===== src/rtl/id_stage_ctrl.sv =====
// IF/ID pipeline register with load-use hazard detection, branch flush,
// opcode-class decode and saturating stall/flush event counters.
module id_stage_ctrl #(
  parameter int unsigned CNT_W = 16
) (
  input  logic             clk,
  input  logic             rst,
  input  logic             if_valid,
  input  logic [31:0]      if_instr,
  input  logic [31:0]      if_pc,
  output logic             if_ready,
  input  logic             ex_mem_read,
  input  logic [4:0]       ex_rd,
  input  logic             ex_branch_taken,
  output logic             pc_write,
  output logic             id_valid,
  output logic [31:0]      id_instr,
  output logic [31:0]      id_pc,
  output logic [2:0]       id_opclass,
  output logic [4:0]       id_rs1,
  output logic [4:0]       id_rs2,
  output logic             id_bubble,
  output logic             stall,
  output logic [CNT_W-1:0] stall_cnt,
  output logic [CNT_W-1:0] flush_cnt
);

  localparam logic [31:0] NOP = 32'h0000_0013;

  typedef enum logic [2:0] {
    OC_OTHER  = 3'd0,
    OC_LOAD   = 3'd1,
    OC_OPIMM  = 3'd2,
    OC_STORE  = 3'd3,
    OC_BRANCH = 3'd4,
    OC_JAL    = 3'd5,
    OC_OP     = 3'd6
  } opclass_t;

  opclass_t opclass;
  logic     rs1_used;
  logic     rs2_used;
  logic     rd_match;

  always_comb begin
    opclass = OC_OTHER;
    unique case (id_instr[6:0])
      7'b0000011: opclass = OC_LOAD;
      7'b0010011: opclass = OC_OPIMM;
      7'b0100011: opclass = OC_STORE;
      7'b1100011: opclass = OC_BRANCH;
      7'b1101111: opclass = OC_JAL;
      7'b0110011: opclass = OC_OP;
      default:    opclass = OC_OTHER;
    endcase
  end

  always_comb begin
    rs1_used = 1'b0;
    rs2_used = 1'b0;
    case (opclass)
      OC_LOAD, OC_OPIMM:      rs1_used = 1'b1;
      OC_STORE, OC_BRANCH,
      OC_OP: begin
        rs1_used = 1'b1;
        rs2_used = 1'b1;
      end
      default: begin
        rs1_used = 1'b0;
        rs2_used = 1'b0;
      end
    endcase
  end

  assign id_opclass = opclass;
  assign id_rs1     = id_instr[19:15];
  assign id_rs2     = id_instr[24:20];

  // A redirect kills the dependent instruction anyway, so it masks the hazard.
  always_comb begin
    rd_match  = (rs1_used && (ex_rd == id_rs1)) || (rs2_used && (ex_rd == id_rs2));
    stall     = id_valid && ex_mem_read && (ex_rd != '0) && rd_match && !ex_branch_taken;
    if_ready  = !stall;
    pc_write  = !stall;
    id_bubble = !id_valid || stall || ex_branch_taken;
  end

  // The PC is held on a flush; only the valid bit and the instruction word matter.
  always_ff @(posedge clk) begin
    if (rst) begin
      id_valid <= 1'b0;
      id_instr <= NOP;
      id_pc    <= '0;
    end else if (ex_branch_taken) begin
      id_valid <= 1'b0;
      id_instr <= NOP;
    end else if (stall) begin
      id_valid <= id_valid;
    end else if (if_valid) begin
      id_valid <= 1'b1;
      id_instr <= if_instr;
      id_pc    <= if_pc;
    end else begin
      id_valid <= 1'b0;
    end
  end

  always_ff @(posedge clk) begin
    if (rst) begin
      stall_cnt <= '0;
      flush_cnt <= '0;
    end else begin
      if (stall && (stall_cnt != '1))
        stall_cnt <= stall_cnt + 1'b1;
      if (ex_branch_taken && (flush_cnt != '1))
        flush_cnt <= flush_cnt + 1'b1;
    end
  end

endmodule


===== config.mk =====
export PLATFORM = sky130hd
export DESIGN_NAME = id_stage_ctrl
export DESIGN_NICKNAME = d
export VERILOG_FILES = /design/src/rtl/id_stage_ctrl.sv
export SDC_FILE = /design/constraint.sdc
export NUM_CORES = 1
export LEC_CHECK = 0
export BUFFER_PORTS_ARGS = -buffer_cell sky130_fd_sc_hd__buf_4
export CAP_MARGIN = 20
export CORE_MARGIN = 1.5
export CORE_UTILIZATION = 40
export CTS_CLUSTER_DIAMETER = 60
export DETAILED_ROUTE_END_ITERATION = 10
export PLACE_DENSITY = 0.7
export SLEW_MARGIN = 20
export SYNTH_ARGS = -nofsm -noshare
export SYNTH_HDL_FRONTEND = slang
export SYNTH_SLANG_ARGS = --single-unit
export TNS_END_PERCENT = 20

===== constraint.sdc =====
create_clock -name clk -period 3.21 [get_ports clk]
set_input_delay 0.321 -clock clk [delete_from_list [all_inputs] [get_ports clk]]
set_output_delay 0.321 -clock clk [all_outputs]
set_load 0.005 [all_outputs]

### Word level (Yosys, flattened, before mapping)

Cells that the tools add are included.

| word-level totals | value |
|---|---|
| logic and storage cells | 48 |
| output and inout bits | 114 |
| input bits | 74 |
| register bits after elaboration | 97 |

| cells by class | value |
|---|---|
| muxes and demuxes | 4 |
| equality and inequality tests | 15 |
| add/sub/neg operators | 2 |
| reductions and logical operators | 20 |
| bitwise operators | 2 |

Operator list:

| kind | count |
|---|---|
| adder 16 x 1 -> 16 bit (second input constant) | 2 |
| inequality test 16 bit (second input constant) | 2 |
| case mux 3 bit (6 select lines) | 1 |
| == test 7 x 6 -> 1 bit (second input constant) | 2 |
| == test 7 bit (second input constant) | 2 |
| == test 5 bit | 2 |
| logical AND 1 bit | 8 |
| == test 7 x 2 -> 1 bit (second input constant) | 1 |
| == test 7 x 5 -> 1 bit (second input constant) | 1 |
| == test 3 x 2 -> 1 bit (second input constant) | 2 |
| == test 3 bit (second input constant) | 2 |
| nonzero test 5 bit | 1 |
| OR reduction 5 bit | 1 |
| == test 3 x 1 -> 1 bit (second input constant) | 1 |
| logical NOT 1 bit | 3 |
| logical OR 1 bit | 3 |
| 2-to-1 mux 1 bit | 3 |
| AND reduction 3 bit | 1 |
| OR reduction 3 bit | 1 |
| inverter 1 bit | 2 |
| AND reduction 2 bit | 1 |
| OR reduction 2 bit | 1 |

### Logic depth before layout (Yosys ltp)

Gate-level depths: netlist (run 1).

| logic depth | value |
|---|---|
| word-level depth | 11 |
| gate-level depth with buffers | 9 |
| gate-level depth less buffers | 7 |

### Least setup slack after synthesis (run 1)

OpenSTA, ideal clock, no wires.

| path | value |
|---|---|
| path type | reg2reg |
| from | reg id_instr[1] |
| to | reg stall_cnt[10] |
| period minus slack after synthesis | 2204 ps |
| stages on the path, launching flop included | 9 |
| path slack | 1006 ps |
| library setup time | 132 ps |
| data arrival time | 2071 ps |
| data required time | 3078 ps |
| path buffers | 2 |
| cells stage by stage | dfxtp_1 > nand2_1 > or4_4 > a211oi_4 > nand3_2 > buf_2 > buf_2 > o31ai_1 > a21oi_1 |

| on the way | value |
|---|---|
| cells in the longest elaborated chain, start to end | 10 |
| elaborated cells on any way between the ends | 22 |
| those cells by class | 11 x eq/ne; 3 x mux; 8 x reduce/logical |

Ends and longest elaborated chain:

| what | line | text |
|---|---|---|
| from (decl) | 17 | `output logic [31:0] id_instr,` |
| from (signal assigned) | 101 | `id_instr <= if_instr;` |
| == test 7 x 6 -> 1 bit, or another cell as far along | 47 | `unique case (id_instr[6:0])` |
| case mux 3 bit (6 select lines) * | 47 |  |
| == test 3 x 2 -> 1 bit, or another cell as far along | 61 | `case (opclass)` |
| OR reduction 5 bit (no source line) or OR reduction 3 bit (tied branches) | n/a |  |
| 2-to-1 mux 1 bit | 61 |  |
| logical AND 1 bit | 81 | `rd_match = (rs1_used && (ex_rd == id_rs1)) \|\| (rs2_used && (ex_rd == id_rs2));` |
| logical OR 1 bit * | 81 |  |
| logical AND 1 bit * (2 in a row) | 82 | `stall = id_valid && ex_mem_read && (ex_rd != '0) && rd_match && !ex_branch_taken;` |
| logical AND 1 bit * | 113 | `if (stall && (stall_cnt != '1))` |
| to (signal assigned) | 114 | `stall_cnt <= stall_cnt + 1'b1;` |
| to (decl) | 24 | `output logic [CNT_W-1:0] stall_cnt,` |

Mark *: on every way between the ends. The rest lies on a longest branch, timed or not.
A chain may end at the register's enable or synchronous reset.

### Final worst setup path (run 1)

| path | value |
|---|---|
| from | reg id_instr[1] |
| to | out pc_write |

| on the way | value |
|---|---|
| cells in the longest elaborated chain, start to end | 10 |
| elaborated cells on any way between the ends | 22 |
| those cells by class | 11 x eq/ne; 3 x mux; 8 x reduce/logical |

Ends and longest elaborated chain:

| what | line | text |
|---|---|---|
| == test 7 x 6 -> 1 bit, or another cell as far along | 47 |  |
| case mux 3 bit (6 select lines) * | 47 |  |
| == test 3 x 2 -> 1 bit, or another cell as far along | 61 |  |
| OR reduction 5 bit (no source line) or OR reduction 3 bit (tied branches) | n/a |  |
| 2-to-1 mux 1 bit | 61 |  |
| logical AND 1 bit | 81 |  |
| logical OR 1 bit * | 81 |  |
| logical AND 1 bit * (2 in a row) | 82 |  |
| logical NOT 1 bit * | 84 | `pc_write = !stall;` |
| to (decl) | 15 | `output logic pc_write,` |

Marks and branches as above.

==> results of run 1 <==
final cells by class:
class	count	area [um2]
Tap cell	133	166
Clock inverter	7	61.3
Multi-Input combinational cell	336	2020
Inverter	5	18.8
Clock buffer	9	124
Sequential cell	97	1940
Timing Repair Buffer	193	1450
Fill cell	916	4130
metal layers:
| metal | global-route usage | up-vias |
|---|---|---|
| li1 | - | 1973 |
| met1 | 0.241 | 1769 |
| met2 | 0.317 | 98 |
| met3 | 0.0493 | 12 |
| met4 | 0.0705 | 0 |
| met5 | 0 | - |
path summary, 6_finish.rpt:
check | slack (ps) | start | to | cells after the start
worst max-delay path | 510 | id_instr[1]$_SDFFE_PP1P_ | pc_write | 5
worst min-delay path | 160 | if_instr[20] | id_instr[20]$_SDFFE_PP0P_ | 3
worst max register to register | 520 | id_instr[1]$_SDFFE_PP1P_ | stall_cnt[8]$_SDFFE_PP0P_ | 7
worst min register to register | 470 | id_instr[29]$_SDFFE_PP0P_ | id_instr[29]$_SDFFE_PP0P_ | 2
cells by family after synthesis:
family	after synthesis	share of synthesized area
compound gates	71	0.100
mux	34	0.0820
xor+xnor	26	0.0549
flops	97	0.468
buf+inv	43	0.0528
simple gates	203	0.236
fa+ha+maj	2	0.00603
cells in the final DEF, fill, tap and decap left out, drive strengths merged, types with 2 or more instances in the layout:
cell	netlist	final
nor2	57	57
mux2i	34	34
a21oi	19	19
o31ai	3	3
clkinvlp	0	2
xor2	14	14
inv	5	9
a211o	2	2
nor4	2	2
or3	11	11
nand3	41	41
nor3	7	7
ha	2	2
clkbuf	17	9
and4	5	5
and3	5	5
xnor2	12	12
a211oi	4	4
or4	6	6
or2	2	2
dfxtp	97	97
nor2b	2	2
o21ai	39	39
buf	21	193
nand2	48	48
nand4	14	14
state kept, by name (all words and copies together) (netlist names):
signal,count
id_instr,32
id_pc,32
flush_cnt,16
stall_cnt,16
id_valid,1
per-stage QoR:
| stage | instances | instance area (um2) | setup slack, ps |
|---|---|---|---|
| after global routing | 780 | 5780 | 305 |
| after CTS | 780 | 5780 | 475 |
| final | 780 | 5780 | 511 |
| after global placement | 764 | 5590 | 658 |
| after floorplan | 476 | 4150 | 1010 |
| after detailed placement | 764 | 5590 | 524 |
worst max-delay path, cell delays in order, from the launching register on:
cell	delay [ps]
sky130_fd_sc_hd__dfxtp_1	420
sky130_fd_sc_hd__nand2_1	110
sky130_fd_sc_hd__or4_4	500
sky130_fd_sc_hd__a211oi_4	480
sky130_fd_sc_hd__nand3_1	280
sky130_fd_sc_hd__buf_4	220
report_power, final:
part	switching, mW	internal (mW)	total [mW]
Combinational	0.120	0.155	0.275
Clock	0.463	0.297	0.759
Sequential	0.0276	1.24	1.27
==> implementation parameters, run 1 <==
Parameter                              Value

Global routing
  Number of global-route vias before repair ... 3514
  All-Layer GR Usage ... 0.192
  Leftover overflow at the end of global routing ... 0
  Maximum number of pins on one net before global-route repair ... just under 70
  Initial antenna violation count ... 0
  Wire length of the first global-routing pass ... 17300 um

STA
  Hold violation count in the final report ... 0
  Slew Limit Fails ... 0
  Clock skew ... 14.3 ps
  Final-report setup violation count ... 0
  Aggregate negative setup slack ... 0 ps
  Unrepaired setup endpoints after global routing ... false
  Highest Clock Rate ... roughly 370 MHz
  Headroom to the max-slew limit ... 0.439
  Post-route fraction of the period consumed by the critical path ... 0.841
  Shortest clock period the worst path allows after layout ... 2700 ps
  Hold WS ... between 150 and 200 ps
  Slew @ Worst Pin ... 840 ps

Synthesis
  Library cell with the largest summed area after synthesis ... sky130_fd_sc_hd__dfxtp_1
  Post-synth cell types ... 38
  Flops & latches, synth ... 97
  Proportion of netlist area held by the largest area contributor ... 0.468
  Count of flip-flops with a built-in enable after synthesis ... 0
  Most frequent cell after synthesis ... sky130_fd_sc_hd__dfxtp_1
  Average size of a mapped cell ... 8.72 um2
  Part of the Yosys area used for sequential elements ... 0.468
  Proportion of synthesized flip-flops having asynchronous set or reset ... 0
  Synthesized netlist cell count ... 476
  Number of nets in the synthesized netlist ... 552
  Post-synth design cell area ... 0.00415 mm2
  Synth warnings ... 0
  Leading cell types by count after synthesis ... sky130_fd_sc_hd__dfxtp_1 (97), sky130_fd_sc_hd__nor2_1 (57), sky130_fd_sc_hd__nand2_1 (48)
  Largest cells by area after synthesis ... sky130_fd_sc_hd__dfxtp_1 (47%), sky130_fd_sc_hd__mux2i_1 (8.2%), sky130_fd_sc_hd__nor2_1 (5.2%)
  Most used DFF post-synth ... sky130_fd_sc_hd__dfxtp_1

Layout
  Post-layout nets ... approximately 720
  Core Util, Final ... 0.583
  Number of inserted diodes ... 0
  Area Growth Syn to Fin ... 39.3%
  Ratio of cells with drive above 1 in the final layout ... 0.338

Drt
  Detailed-route DRC error count ... 0
  TritonRoute pass-1 iters ... 4
  Top layer in use ... met4
  DRT met1 WL ... 4760 um
  Routed wire per std cell ... 14.0 um
  Via count ... 3852
  Final ANT Viol Nets ... 0
  Routed wire length on met2 ... 5320 um
  Starting DRC count in detailed routing ... 174
  Met3 WL ... 650 um
  Final Routed Wirelength ... 10900 um
  Number of vias per cell after detailed routing ... 4.94

Hold path
  Hold Crit Class ... primary input to flop

Clock tree
  CTS tree ... built
  Number of CTS-inserted buffers ... 9
  Cell at the root of the clock tree ... sky130_fd_sc_hd__clkbuf_8
  Number of buffers between clock root and the deepest sink ... 2
  Clock-pin transition on the worst setup and hold timing paths ... 100 ps
  CTS HTree Levels ... 3
  Clock Latency Late Sink ... around 370 ps
  Number of buffers added for setup after CTS ... 0
  Number of sinks handled by clock tree synthesis ... 97
  Post-cts resize count ... 0
  CTS Hold Bufs ... 0

Setup path
  Peak fanout along the critical path ... 8
  Class of the most critical setup path ... flop to output port
  Crit end category ... output port
  Kind of start point of the critical path ... flop
  Required @ worst endpoint ... around 2900 ps
  Arrival time at the worst endpoint ... approximately 2400 ps

Die
  Die X-Extent ... 105 um
  Core Region ... 0.00991 mm2
  Count of pins on the block boundary ... 188
  Number of rows created at floorplan ... 36
  Initial core utilization ... 0.419
  Die ar. ... approximately 0.011 mm2
  Die Span Y ... 105 um

Flow run
  Number of maximum-capacitance violations ... 0

Status
  Outcome ... finished clean

Placed design
  Detailed placer's ending HPWL ... 8050 um
  IO Port Bufs ... 187
  Weighted congestion reported at the end of routability-driven placement ... 0.776

Power
  Maximum VDD drop ... 0.177 mV
  Cell leakage power ... 2.46 nW
  Pwr Density ... approximately 400 mW/mm2
  Post-route total power ... 2.30 mW
No activity file was read; power rests on OpenSTA's default activity.
==> run 2: changes to the inputs <==
--- a/config.mk
+++ b/config.mk
@@ -11,7 +11,7 @@
 export CORE_UTILIZATION = 40
 export CTS_CLUSTER_DIAMETER = 60
 export DETAILED_ROUTE_END_ITERATION = 10
-export PLACE_DENSITY = 0.7
+export PLACE_DENSITY = 0.73
 export SLEW_MARGIN = 20
 export SYNTH_ARGS = -nofsm -noshare
 export SYNTH_HDL_FRONTEND = slang
==> constraint.sdc (replaced) <==
create_clock -name clk -period 2.4 [get_ports clk]
set_input_delay 0.24 -clock clk [delete_from_list [all_inputs] [get_ports clk]]
set_output_delay 0.24 -clock clk [all_outputs]
set_load 0.005 [all_outputs]
==> run 2 against run 1 <==
Clock power rose by 26%. Combinational power rose by 40%. Highest routed layer unchanged. Via count rose by 2.8%. Cell area rose by 1.5%. Critical path type is now flop to flop. Largest cell class unchanged. Clock-buffer cell count rose by 4. Power rose by 32%.
==> implementation parameters, run 2 (synthesis gave the netlist of run 1 again) <==
Parameter                              Value

Status
  Outcome ... finished clean (unchanged)

Clock tree
  CTS tree ... built (unchanged)
  Number of CTS-inserted buffers ... 9 (unchanged)
  Number of buffers between clock root and the deepest sink ... 2 (unchanged)
  Clock Latency Late Sink ... 350 ps (was 370 ps)
  CTS HTree Levels ... 3 (unchanged)
  Cell at the root of the clock tree ... sky130_fd_sc_hd__clkbuf_8 (unchanged)
  Number of sinks handled by clock tree synthesis ... 97 (unchanged)
  Clock-pin transition on the worst setup and hold timing paths ... 90 ps (was 100 ps)

Layout
  Area Growth Syn to Fin ... 41.4% (was 39.3%)
  Multi-input combinational cell area ... 0.00202 mm2 (about the same)
  Ratio of cells with drive above 1 in the final layout ... 0.348 (was 0.338)
  Area taken by flip-flops and latches ... 0.00194 mm2 (about the same)
  Most used cells in the layout excluding fill and tap cells ... sky130_fd_sc_hd__buf_4 (200), sky130_fd_sc_hd__dfxtp_1 (96), sky130_fd_sc_hd__nor2_1 (56) (was sky130_fd_sc_hd__buf_4 (193), sky130_fd_sc_hd__dfxtp_1 (97), sky130_fd_sc_hd__nor2_1 (56))
  Post-layout nets ... 727 (was 718)
  Largest registers ... id_instr: 32 flops, id_pc: 32 flops (unchanged)
  Most common cell after layout, fill and taps aside ... sky130_fd_sc_hd__buf_4 (unchanged)
  Fill count ... 911 (was 916)
  Post-layout instance count excluding filler cells ... 789 (was 780)
  Post-route standard cell area excluding fillers ... 0.00587 mm2 (was 0.00578 mm2)
  Number of inserted diodes ... 0 (unchanged)

Setup path
  Cell type of the slowest stage on the worst timing path ... sky130_fd_sc_hd__or4_1 (was sky130_fd_sc_hd__or4_4)
  Slowest cell delay on critical path ... 580 ps (was 500 ps)
  Class of the most critical setup path ... flop to flop (was flop to output port)
  Crit end category ... flop (was output port)
  Peak fanout along the critical path ... 22 (was 8)
  Required @ worst endpoint ... 2680 ps (was 2890 ps)
  Worst-path cell chain ... nand2_1 > or4_4 > a211oi_4 > nand3_2 > or4_1 > a21oi_1 (was nand2_1 > or4_4 > a211oi_4 > nand3_1 > buf_4)
  Buffers & Inverters on Critical Path ... 0 (was 1)
  Kind of cell adding the most delay to the critical path ... simple AND/OR/NAND/NOR gates (unchanged)
  Arrival time at the worst endpoint ... 2570 ps (was 2380 ps)
  Kind of start point of the critical path ... flop (unchanged)

Die
  Die X-Extent ... 105 um (unchanged)
  Core Region ... 0.00991 mm2 (unchanged)
  Die ar. ... 0.0110 mm2 (unchanged)
  Initial core utilization ... 0.419 (unchanged)
  Number of rows created at floorplan ... 36 (unchanged)
  Count of pins on the block boundary ... 188 (unchanged)
  Die Span Y ... 105 um (unchanged)

STA
  Final-report setup violation count ... 0 (unchanged)
  Clock skew ... 8.41 ps (was 14.3 ps)
  Highest Clock Rate ... 437 MHz
  Slew @ Worst Pin ... 683 ps (was 840 ps)
  Post-route fraction of the period consumed by the critical path ... 0.954
  Slew Limit Fails ... 0 (unchanged)
  Hold WS ... 101 ps (was 160 ps)
  Aggregate negative setup slack ... 0 ps (unchanged)
  Hold violation count in the final report ... 0 (unchanged)
  Shortest clock period the worst path allows after layout ... between 2000 and 2500 ps
  Headroom to the max-slew limit ... 0.544 (was 0.439)
  Unrepaired setup endpoints after global routing ... true (was false)

Drt
  Number of vias per cell after detailed routing ... 5.02 (was 4.94)
  Final ANT Viol Nets ... 0 (unchanged)
  Final Routed Wirelength ... 11000 um (was 10900 um)
  Detailed-route DRC error count ... 0 (unchanged)
  Via count ... 3960 (was 3852)
  Starting DRC count in detailed routing ... 217 (was 174)
  TritonRoute pass-1 iters ... 4 (unchanged)
  Routed wire per std cell ... 13.9 um (was 14.0 um)

Power
  Share of total power in sequential cells ... 0.557 (was 0.550)
  Maximum VDD drop ... 0.233 mV (was 0.177 mV)
  Power spent charging and discharging nets ... 0.730 mW (was 0.610 mW)
  Cell leakage power ... 2.51 nW (was 2.46 nW)
  Internal power contribution ... 2.30 mW (was 1.69 mW)
  Pwr Density ... 517 mW/mm2 (was 398 mW/mm2)
  Power share of the clock group ... 0.316 (was 0.330)
  Switching share of power ... 0.241 (was 0.265)
  Post-route total power ... 3.03 mW (was 2.30 mW)
  Logic pwr share ... 0.126 (was 0.120)

Placed design
  Weighted congestion reported at the end of routability-driven placement ... 0.767 (was 0.776)
  Detailed placer's ending HPWL ... 8080 um (was 8050 um)
  IO Port Bufs ... 187 (unchanged)
  Number of placed instances with taps included ... 772 (was 764)
  Cell area after placement ... 0.00568 mm2 (was 0.00559 mm2)

Hold path
  Hold Crit Class ... primary input to flop (unchanged)

Global routing
  Number of global-route vias before repair ... 3657 (was 3514)
  Leftover overflow at the end of global routing ... 0 (unchanged)
  Wire length of the first global-routing pass ... 17900 um (was 17300 um)
  All-Layer GR Usage ... 0.198 (was 0.192)
  Initial antenna violation count ... 0 (unchanged)
  Maximum number of pins on one net before global-route repair ... 68 (unchanged)

Flow run
  Number of maximum-capacitance violations ... 0 (unchanged)
## run 2: area by class of cell
type	instances	area share
timing repair buffer	202	0.263
clock buffer	13	0.0271
multi-input combinational	336	0.345
sequential	97	0.331
inverter	5	0.00320
clock inverter	3	0.00256
tap	133	0.0284
## run 2: per-layer routing
layer | global-route usage | vias to the layer above | wire [um]
li1 | - | 1994 | -
met1 | 0.260 | 1846 | 4860
met2 | 0.333 | 110 | 5450
met3 | 0.0256 | 10 | 550
met4 | 0.0675 | 0 | 119
met5 | 0 | - | 0
## run 2: per-stage QoR
stage                      util  worst slack, ps
after detailed placement  0.573            -21.6
after global routing      0.592            -24.6
final                     0.592              110
after CTS                 0.591             53.2
after floorplan               -              196
after global placement    0.573             67.6
## run 2: power by group through the flow
stage / registers, mW / logic (mW) / clock network (mW)
after floorplan: 1.73 / 0.161 / 0
after CTS: 1.69 / 0.387 / 0.997
after detailed placement: 1.73 / 0.384 / 0
after global placement: 1.73 / 0.376 / 0
final: 1.69 / 0.384 / 0.960
after global routing: 1.70 / 0.419 / 1.07
## run 2: final timing paths
| path | start | end | slack [ps] | depth (start not counted) |
|---|---|---|---|---|
| worst max-delay path | id_instr[1]$_SDFFE_PP1P_ | stall_cnt[14]$_SDFFE_PP0P_ | 110 | 6 |
| worst min-delay path | if_instr[14] | id_instr[14]$_SDFFE_PP0P_ | 100 | 3 |
| worst max register to register | id_instr[1]$_SDFFE_PP1P_ | stall_cnt[14]$_SDFFE_PP0P_ | 110 | 6 |
| worst min register to register | id_instr[28]$_SDFFE_PP0P_ | id_instr[28]$_SDFFE_PP0P_ | 460 | 2 |
## run 2: repair_timing
item,in CTS,in global routing
hold buffers,0,0
gates resized for setup,0,2
pin swaps,1,0
buffers inserted,1,0
endpoints found under the setup margin,4,5
## run 2: worst min-delay path: stages
cell and delay (ps):
sky130_fd_sc_hd__buf_4 70, sky130_fd_sc_hd__nand3_1 50, sky130_fd_sc_hd__o21ai_0 60
